<file path="src/rtl/uart_rx_core.sv">
// uart_rx_core: oversampling UART receiver with 3-sample majority voting,
// optional parity check and stop-bit check; registered strobes.
module uart_rx_core #(
  parameter int Width = 8
) (
  input  logic             CLK,
  input  logic             RST,
  input  logic             RX_IN,
  input  logic             PAR_EN,
  input  logic             PAR_TYP,
  input  logic [5:0]       Prescale,
  output logic [Width-1:0] P_DATA,
  output logic             DATA_VALID,
  output logic             PAR_ERR,
  output logic             STP_ERR
);

  localparam int BW = $clog2(Width + 3);
  localparam logic [BW-1:0] LAST = BW'(Width);

  typedef enum logic [2:0] {
    IDLE, START, DATA, PARITY, STOP
  } state_t;

  state_t state, state_nx;

  logic [5:0]       edge_cnt, p_q, mid;
  logic [BW-1:0]    bit_cnt;
  logic             pe_q, pt_q;
  logic             s0, s1, bit_q, bad;
  logic [Width-1:0] shreg;
  logic             at_s0, at_s1, at_v;
  logic             at_pre, at_end;
  logic             vote, par_exp;

  assign mid     = p_q >> 1;
  assign at_s0   = edge_cnt == mid - 6'd1;
  assign at_s1   = edge_cnt == mid;
  assign at_v    = edge_cnt == mid + 6'd1;
  // strobes are registered, so they are set one cycle before the bit ends
  assign at_pre  = edge_cnt == p_q - 6'd2;
  assign at_end  = edge_cnt == p_q - 6'd1;
  assign vote    = (s0 & s1) | (s0 & RX_IN) | (s1 & RX_IN);
  assign par_exp = (^shreg) ^ pt_q;

  always_ff @(posedge CLK) begin
    if (RST) state <= IDLE;
    else     state <= state_nx;
  end

  always_comb begin
    state_nx = state;
    unique case (state)
      IDLE:   if (!RX_IN) state_nx = START;
      START: begin
        if (at_v && vote)  state_nx = IDLE;
        else if (at_end)   state_nx = DATA;
      end
      DATA: begin
        if (at_end && bit_cnt == LAST)
          state_nx = pe_q ? PARITY : STOP;
      end
      PARITY: if (at_end) state_nx = STOP;
      STOP:   if (at_end) state_nx = IDLE;
      default: state_nx = IDLE;
    endcase
  end

  always_ff @(posedge CLK) begin
    if (RST) begin
      edge_cnt <= '0;
      bit_cnt  <= '0;
      p_q      <= '0;
      pe_q     <= 1'b0;
      pt_q     <= 1'b0;
    end else if (state == IDLE) begin
      edge_cnt <= {5'd0, ~RX_IN};
      bit_cnt  <= '0;
      if (!RX_IN) begin
        p_q  <= Prescale;
        pe_q <= PAR_EN;
        pt_q <= PAR_TYP;
      end
    end else if (state_nx == IDLE) begin
      edge_cnt <= '0;
      bit_cnt  <= '0;
    end else if (at_end) begin
      edge_cnt <= '0;
      bit_cnt  <= bit_cnt + BW'(1);
    end else begin
      edge_cnt <= edge_cnt + 6'd1;
    end
  end

  always_ff @(posedge CLK) begin
    if (RST) begin
      P_DATA     <= '0;
      DATA_VALID <= 1'b0;
      PAR_ERR    <= 1'b0;
      STP_ERR    <= 1'b0;
      shreg      <= '0;
      s0         <= 1'b1;
      s1         <= 1'b1;
      bit_q      <= 1'b1;
      bad        <= 1'b0;
    end else begin
      DATA_VALID <= 1'b0;
      PAR_ERR    <= 1'b0;
      STP_ERR    <= 1'b0;
      if (state == IDLE) bad <= 1'b0;
      if (state != IDLE) begin
        if (at_s0) s0    <= RX_IN;
        if (at_s1) s1    <= RX_IN;
        if (at_v)  bit_q <= vote;
      end
      if (state == DATA && at_v)
        shreg <= {vote, shreg[Width-1:1]};
      if (state == PARITY && at_pre && bit_q != par_exp) begin
        PAR_ERR <= 1'b1;
        bad     <= 1'b1;
      end
      if (state == STOP && at_pre) begin
        STP_ERR <= ~bit_q;
        if (bit_q && !bad) begin
          DATA_VALID <= 1'b1;
          P_DATA     <= shreg;
        end
      end
    end
  end

endmodule

</file>
<file path="config.mk">
export PLATFORM = sky130hd
export DESIGN_NAME = uart_rx_core
export DESIGN_NICKNAME = d
export VERILOG_FILES = /design/src/rtl/uart_rx_core.sv
export SDC_FILE = /design/constraint.sdc
export NUM_CORES = 1
export LEC_CHECK = 0
export CORE_MARGIN = 2
export CORE_UTILIZATION = 25
export CTS_BUF_LIST = sky130_fd_sc_hd__clkbuf_16
export DETAILED_ROUTE_END_ITERATION = 8
export MAX_ROUTING_LAYER = met4
export PLACE_DENSITY_LB_ADDON = 0.1
export SYNTH_ARGS = -nofsm -noshare
export SYNTH_HDL_FRONTEND = slang
export SYNTH_SLANG_ARGS = --single-unit
</file>
<file path="constraint.sdc">
create_clock -name CLK -period 2.8 [get_ports CLK]
set_input_delay 0.28 -clock CLK [delete_from_list [all_inputs] [get_ports CLK]]
set_output_delay 0.28 -clock CLK [all_outputs]
set_load 0.03 [all_outputs]
</file>
==> results.tsv <==
stage	metric	value	unit
clock_network	Post-CTS Resized	0	
floorplan	initial core utilization	0.256	
clock_network	clock sink count	44	
detailed_routing	Avg Vias per Cell	4.47	
worst_hold_path	hold crit path type	register to register	
finish	Layout area overhead	23.4	%
power_and_ir_drop	Clock Power Share	0.400	
placement	gpl congestion	0.853	
sta	TNS Setup	0	ns
clock_network	clk slew on worst S/H paths	0.06	ns
clock_network	worst skew pair latency	0.29	ns
sta	Pins Over Slew Limit	0	
finish	post-route insts no fill	446	
detailed_routing	post-DR wirelength/cell	13.7	um
logic_synthesis	XOR/XNOR share of the synthesized area	0.130	
detailed_routing	DRC violations left	0	
placement	port bufs	21	
sta	Final setup viols	0	
sta	min setup slack post-route	0.227	ns
logic_synthesis	syn_nets	303	
global_routing	initial antenna violation count	0	
clock_network	largest buffer count on any clock path	2	
detailed_routing	Vias	1992	
power_and_ir_drop	maximum vdd drop	227	uV
sta	Final Critical Period	2.57	ns
placement	pre-CTS WS	0.241	ns
floorplan	I/O Pins	22	
logic_synthesis	main combinational cell family by area after synthesis	simple AND/OR/NAND/NOR gates	
power_and_ir_drop	Comb pwr share	0.141	
setup_path	crit end category	register	
clock_network	hold_buf cts	0	
logic_synthesis	Syn Inst Count	285	
setup_path	Startpoint Class	register	
logic_synthesis	Mapped Area	2470	um^2
setup_path	CP required	3.00	ns
finish	total inserted antenna cells	0	
power_and_ir_drop	Sw Pwr	0.000383	W
clock_network	Post-CTS Setup Bufs	0	
logic_synthesis	Main synth FF type	dfxtp_1	
power_and_ir_drop	Leak Pwr	1.07	nW
logic_synthesis	EDFF count, synth	0	
floorplan	die width	103	um
power_and_ir_drop	sequential share of power	0.459	
logic_synthesis	most frequent cells after synthesis	dfxtp_1, nor2_1, nand2_1	
global_routing	largest net degree at the start of global routing	18	
power_and_ir_drop	Power Internal	0.00105	W
detailed_routing	1st-iter DRT viols	36	
global_routing	first-pass GRT wire length	10300	um
logic_synthesis	adder-cell share of the synthesized area	0.0394	
setup_path	Setup CP Type	register to register	
floorplan	Rows	36	
placement	post-DP HPWL	4590	um
sta	worst slew pin tran	0.607	ns
setup_path	worst-path cell chain	inv_1 > ha_1 > nor3b_2 > a21oi_1 > o2111ai_2 > nor2_4 > nand2_1 > o311a_1 > buf_4 > nor4_2	
status	status	complete, no violations	
setup_path	Slowest cell on crit path	dfxtp_1	
logic_synthesis	unique cell type count in the Yosys netlist	47	
logic_synthesis	syn_area_per_cell	8.68	um^2
detailed_routing	Post-DRT Antenna Nets	0	
logic_synthesis	most frequent cell after synthesis	dfxtp_1	
global_routing	vias in the first global route	2037	
detailed_routing	first drt pass iteration count	4	
floorplan	Placeable Area	9680	um^2
floorplan	die area	10700	um^2
clock_network	H-tree levels	2	
sta	RSZ-0062 raised after global routing	no	
logic_synthesis	flops & latches, synth	44	
logic_synthesis	post-synthesis sequential area ratio	0.356	
clock_network	clock root buffer	clkbuf_16	
logic_synthesis	Synth Area in Simple Gates	0.252	
logic_synthesis	Area contributors post-synth	dfxtp_1, xnor2_1, mux2i_1	
setup_path	Arr. time, crit path	2.77	ns
clock_network	TritonCTS clock tree	done	
logic_synthesis	Async S/R FF share, synth	0	
global_routing	GRT Overall Usage	0.129	
setup_path	CP max stage delay	0.49	ns
clock_network	CTS buffer count	5	
placement	DP Cell Count	438	
global_routing	GRT overflow	0	
setup_path	Critical Path Fanout Max	8	
sta	Max transition margin	0.595	
finish	fraction of layout cells with a size suffix above 1	0.118	
sta	final hold violations	0	
run	MaxCap Viol Count	0	
sta	period utilization	0.919	
logic_synthesis	cell taking the most area after synthesis	dfxtp_1	
floorplan	die height	103	um
logic_synthesis	post-synth top area share	0.356	
sta	Max Clock Freq	0.389	GHz
logic_synthesis	Ys Warns	0	
sta	clock skew	0.00456	ns
logic_synthesis	mux share of post-synthesis cell area	0.0768	
power_and_ir_drop	power per cell area	470	nW/um^2
logic_synthesis	post-synthesis compound-gate area fraction	0.0930	
power_and_ir_drop	Sw Ratio	0.267	
detailed_routing	final wirelength	6120	um
finish	# nets final	330	
## layout make-up
type	instances	area, um^2
Inverter	8	30.0
Timing Repair Buffer	40	365
Multi-Input combinational cell	213	1470
Clock inverter	3	15.0
Sequential cell	44	881
Tap cell	133	166
Fill cell	1018	6630
Clock buffer	5	125
## placed cells by master, fill, tap and decap left out, drive strengths merged, types with 4 or more instances in the layout
cell type / instances
nor4: 7
clkdlybuf4s50: 21
ha: 7
nor3: 14
mux2i: 19
nand4: 5
xnor2: 22
clkbuf: 5
dfxtp: 44
nand2: 26
nor2: 28
o21ai: 4
and3: 7
nor2b: 4
buf: 19
xor2: 14
nand2b: 7
a21oi: 13
inv: 9
nand3: 8
a211oi: 4
## sequential cells by signal, indices dropped and copies added (netlist names)
register,flops
shreg,8
PAR_ERR,1
pe_q,1
p_q,6
s0,1
P_DATA,8
edge_cnt,6
s1,1
pt_q,1
bad,1
bit_q,1
STP_ERR,1
bit_cnt,4
state,3
DATA_VALID,1
## worst max-delay path: cells and delay by family (launching register included)
family | cells | cell delay (ns)
AO/OA/AOI/OAI | 3 | 0.77
AND/OR/NAND/NOR | 4 | 0.67
buffers and inverters | 2 | 0.33
flip-flops | 1 | 0.49
adder cells (fa/ha/maj) | 1 | 0.23
## final timing paths
| kind | startpoint | endpoint | slack (ns) | cells after the start |
|---|---|---|---|---|
| max | p_q[1] | edge_cnt[5] | 0.23 | 10 |
| min | bad | bad | 0.46 | 1 |
| max reg2reg | p_q[1] | edge_cnt[5] | 0.23 | 10 |
| min reg2reg | bad | bad | 0.46 | 1 |
## routing by layer
layer  vias up  GRT usage  part of all wire
met1       936      0.164              0.50
met2        19      0.208              0.47
li1       1033          -                 -
met4         0     0.0364            0.0098
met3         4     0.0255             0.021
met5         -          -                 0
## through the flow
step	hold slack, ns	power (W)	util	cell area (um^2)
floorplan	0.409	0.000810	-	2470
global placement	0.463	0.000877	0.301	2910
detailed placement	0.450	0.000878	0.301	2910
CTS	0.466	0.00146	0.315	3050
global route	0.485	0.00151	0.315	3050
finish	0.456	0.00144	0.315	3050
## power by group through the flow
stage,clock (W),combinational [W],sequential [W]
final,0.000575,0.000202,0.000659
after global routing,0.000623,0.000225,0.000661
after CTS,0.000598,0.000205,0.000659
after detailed placement,0,0.000204,0.000673
after global placement,0,0.000204,0.000674
after floorplan,0,0.000152,0.000659
## logic make-up (layout without fill, tap and decap cells)
kind of cell | after synthesis | count (layout)
xor+xnor | 36 | 36
fa+ha+maj | 8 | 8
flops | 44 | 44
compound gates | 35 | 35
simple gates | 115 | 115
mux | 19 | 19
buf+inv | 28 | 56
Power figures use the tool's default switching activity.
